$ cat src/rtl/mux_pipe_reg.sv
// Pipeline register with asynchronous active-low clear.
// The top module uses one instance of it to hold the selected data and the select line.
module mux_pipe_reg #(
    parameter int WIDTH = 9
) (
    input  logic             clk,
    input  logic             rst_n,
    input  logic [WIDTH-1:0] i_d,
    output logic [WIDTH-1:0] o_q
);

    logic [WIDTH-1:0] r_q;

    always_ff @(posedge clk or negedge rst_n) begin
        if (!rst_n) begin
            r_q <= '0;
        end else begin
            r_q <= i_d;
        end
    end

    assign o_q = r_q;

endmodule

$ cat src/rtl/multiplexer.sv
// 2:1 datapath multiplexer with a combinational output and a one-cycle registered copy.
// The registered copy holds both the selected data and the select line.
module multiplexer #(
    parameter int inputWidth = 8
) (
    input  logic                  clk,
    input  logic                  rst_n,
    input  logic [inputWidth-1:0] in0,
    input  logic [inputWidth-1:0] in1,
    input  logic                  select,
    output logic [inputWidth-1:0] out,
    output logic [inputWidth-1:0] out_reg,
    output logic                  select_reg
);

    logic [inputWidth-1:0] w_sel_data;
    logic [inputWidth:0]   w_pipe_q;

    // The conditional operator lets an X/Z select merge in0 and in1 bit by bit.
    assign w_sel_data = select ? in1 : in0;
    assign out        = w_sel_data;

    mux_pipe_reg #(
        .WIDTH(inputWidth + 1)
    ) u_pipe (
        .clk  (clk),
        .rst_n(rst_n),
        .i_d  ({select, w_sel_data}),
        .o_q  (w_pipe_q)
    );

    assign select_reg = w_pipe_q[inputWidth];
    assign out_reg    = w_pipe_q[inputWidth-1:0];

endmodule

$ cat config.mk
export PLATFORM = sky130hd
export DESIGN_NAME = multiplexer
export DESIGN_NICKNAME = d
export VERILOG_FILES = /design/src/rtl/mux_pipe_reg.sv /design/src/rtl/multiplexer.sv
export SDC_FILE = /design/constraint.sdc
export NUM_CORES = 1
export LEC_CHECK = 0
export ABC_AREA = 1
export ABC_CLOCK_PERIOD_IN_PS = 800
export BUFFER_PORTS_ARGS = -buffer_cell sky130_fd_sc_hd__buf_2
export CAP_MARGIN = 10
export CORE_AREA = 2 2 39 41
export CTS_CLUSTER_SIZE = 30
export DETAILED_ROUTE_END_ITERATION = 8
export DIE_AREA = 0 0 41 43
export GPL_TIMING_DRIVEN = 0
export REMOVE_ABC_BUFFERS = 1
export SYNTH_ARGS = -nofsm -noshare
export SYNTH_HDL_FRONTEND = slang
export SYNTH_SLANG_ARGS = --single-unit
$ cat constraint.sdc
create_clock -name clk -period 0.8 [get_ports clk]
set_clock_uncertainty 0.1 [all_clocks]
set_input_delay 0.04 -clock clk [delete_from_list [all_inputs] [get_ports clk]]
set_output_delay 0.04 -clock clk [all_outputs]
set_load 0.03 [all_outputs]
After elaboration in Yosys (flattened, before gate mapping)
Cells that the tools add are included.
{"block": "op_classes", "addsub": 0, "mul": 0, "div": 0, "magnitude_cmp": 0, "n_eq_ne": 0, "shift": 0, "n_mux": 1, "n_bitwise": 0, "reduce_logical": 0}
{"cell": "$mux 8", "n": 1}
{"block": "totals", "reg_bits": 9, "latch_bits": 0, "mem_bits_rw": 0, "mem_bits_ro": 0, "inputBits": 19, "output_inout_bits": 17, "wordCells": 2, "mem_count": 0}

Depth between registers and ports, before layout
{"block": "logic_depth", "ltp_word": 1, "mapped_depth": 4, "depth_no_buf": 3}

Modules after synthesis
From an unflattened synthesis, not the netlist that was laid out.
{"block": "unflattened", "hier_cells": 35, "area_unflattened_um2": 330.3}
{"module": "mux_pipe_reg", "instances": 1, "cells_each": 9, "area_each_um2": 225.2, "seq_area_each_um2": 225.2}
{"module": "multiplexer", "instances": 1, "cells_each": 26, "area_each_um2": 105.1, "seq_area_each_um2": 0.0}

Least setup slack after synthesis
OpenSTA, ideal clock, no wires.
{"block": "synth_path", "path_kind": "in2reg", "from": "input select", "to": "register u_pipe.r_q[0], in the netlist u_pipe.o_q[0]", "setup_ps": 126, "arrival_ps": 521, "required_time_ps": 574, "setup_slack_ps": 53, "cell_stages": 4, "cell_sequence": "buf_6 -> inv_2 -> nand2_1 -> nand2_1"}
{"block": "synth_via", "elab_chain_len": 1}
{"item": "from (decl)", "line_no": "multiplexer.sv:10", "text": "input logic select,"}
{"item": "$mux 8", "line_no": "multiplexer.sv:20", "text": "assign w_sel_data = select ? in1 : in0;"}
{"item": "via out[0]", "line_no": "multiplexer.sv:11", "text": "output logic [inputWidth-1:0] out,"}
{"item": "to (signal assigned)", "line_no": "mux_pipe_reg.sv:18", "text": "r_q <= i_d;"}
{"item": "to (decl)", "line_no": "mux_pipe_reg.sv:12", "text": "logic [WIDTH-1:0] r_q;"}
The timed path passes the listed nets, and every way through them passes these cells.

Final worst setup path
{"block": "layout_path", "from": "register u_pipe.r_q[2], in the netlist u_pipe.o_q[2]", "to": "output out_reg[2]"}
{"item": "to (decl)", "line_no": "multiplexer.sv:12", "text": "output logic [inputWidth-1:0] out_reg,"}
No word-level cell between the ends.

==> results.yml <==
layout:
  areaGrowthSynthToFinish_pct: 99.6
  stdcell_area_um2: 659
  drive_above_1_share_pct: 53.3
  finalNetCount: 95
  largest_reg_flops: 9
  final_cell_mix: "23 x nand2_1, 18 x buf_2, 13 x buf_6"
  nFillCells: 142
  final_common_cell: "nand2_1"
  antenna_cells: 0
worst_setup_path:
  crit_path_cell_trace: "buf_6"
  worst-path-max-fanout: 1
  slowest_delay_ns: 0.37
  start_kind: "flop"
  worstPathArrival_ns: 0.76
  critPathRequiredTime_ns: 0.66
  cp_top_family: "flip-flops"
  slowest_stage: "dfrtp_1"
  crit_type: "flop to output pin"
  endpoint_kind: "output pin"
  cp_num_buf_inv: 1
worst_hold_path:
  min_delay_worst_endpoint: "u_pipe.o_q[6]"
  hp-class: "primary input to flop"
  hold_path_depth: 3
  hold_path.startpoint: "in1[6]"
clocking:
  clockBufferDepth: 2
  clk_pin_slew_ns: 0.06
  cts.sinks: 9
  holdBufCountCts: 2
  cts-root-buf: "clkbuf_4"
  cts_setup_buffers: 0
  htreeDepth: 1
  cts-buffers-inserted: 3
  cts_tree: "yes"
yosys:
  seq_area_frac_synth_pct: 68.2
  yosysTopAreaCellShare_pct: 68.2
  avgSynthCellArea_um2: 9.44
  ys_seq_elements: 9
  ys_types: 4
  yosysTopAreaCell: "dfrtp_1"
  syn_inst: 35
  synth_area_leaders: "dfrtp_1 68%, nand2_1 27%, buf_6 3.4%"
  yosysWarnings: 0
  synth_area_um2: 330
sta:
  setup_viol: 9
  setup_tns_ns: -0.822
  worst_slack_ns: -0.0959
  period_share_pct: 112
  timing.fmax_ghz: 1.12
  fin_hold_ws_ns: -0.0870
  hold_viol_final: 8
  slew_headroom_pct: 88.1
  period_needed_ns: 0.896
  drv_slew: 0
  worst_slew_pin_slew_ns: 0.179
  grt_setup_unrepaired: "true"
die:
  die_y_um: 43
  die_area_um2: 1760
  die_w_um: 41
  rows: 14
  start_util_pct: 23.9
  ios: 36
  coreArea_um2: 1380
routing:
  vias: 357
  dr.pass1.iters: 4
  wl_um: 808
  drt_first_iter_violations: 3
  drcViolationCount: 0
  wl_per_cell_um: 8.88
  avgViaCountPerCell: 3.92
  ant_nets: 0
global_routing:
  antenna_found_initial: 0
  grt_max_degree: 11
  overflow: 0
  grt_pass1_vias: 319
  grt_pass1_wl_um: 1260
  track_usage_pct: 11.0
status:
  outcome: "finished, violations left"
  violations: "negative hold slack, negative setup slack"
power_and_ir_drop:
  pwr_density_cell_nw_per_um2: 1830
  power_leakage_uw: 0.000375
  ir_drop_mv: 0.700
  p_total_uw: 1210
placed_design:
  dp_slack_ns: -0.0438
  gp_routability_congestion: 0.618
  postPlaceCellArea_um2: 514
  io_buffers: 35
flow_run:
  drv.max_cap_violation_count: 0
-- power breakdown --
group	switching (uW)	internal (uW)	total (uW)
registers	14.3	489	503
logic	220	163	383
clock network	132	190	322
total	366	843	1210
-- layout make-up --
type	instances	area [um2]	area share, %
tap	16	20.0	3.04
multi-input combinational	24	92.6	14.0
sequential	9	225	34.2
clock buffer	4	26.3	3.98
inverter	1	8.76	1.33
timing repair buffer	37	287	43.5
-- metrics by stage --
step / util [%] / instances / hold WS [ns]
floorplan: - / 34 / -0.356
global placement: 37.2 / 85 / -0.209
detailed placement: 37.2 / 85 / -0.209
CTS: 45.3 / 91 / -0.101
global route: 47.6 / 91 / -0.0912
finish: 47.6 / 91 / -0.0870
-- cell usage after synthesis --
cell type  number
buf_6           1
inv_2           1
dfrtp_1         9
nand2_1        24
-- timing repair --
item | CTS | global route
gates resized for setup | 22 | 15
cloned | 0 | 0
setup endpoints to repair | 17 | 17
endpoints found under the hold margin | 18 | 8
pin swaps | 0 | 0
-- cells by family (layout without fill, tap and decap cells) --
family,count (synthesis),in the layout,synth area share (%)
flops,9,9,68.2
simple gates,24,24,27.3
buf+inv,2,42,4.54
-- metal layers --
layer  part of all wire, %  global-route usage (%)  vias to the layer above
li1                      -                       -                      184
met1                    34                    12.7                      159
met2                    60                    16.3                       14
met3                   6.7                    1.57                        0
met4                     0                    10.0                        0
met5                     0                       0                        -
-- worst max-delay path by stage --
stage          cells past startpoint          start            end
2_1_floorplan                      3         select  u_pipe.o_q[0]
3_3_place_gp                       5         select         out[3]
3_5_place_dp                       5         select         out[3]
4_1_cts                            1  u_pipe.o_q[5]     out_reg[5]
5_1_grt                            1  u_pipe.o_q[5]     out_reg[5]
6_report                           1  u_pipe.o_q[2]     out_reg[2]
Note: power is estimated with default switching activity, not from simulation.
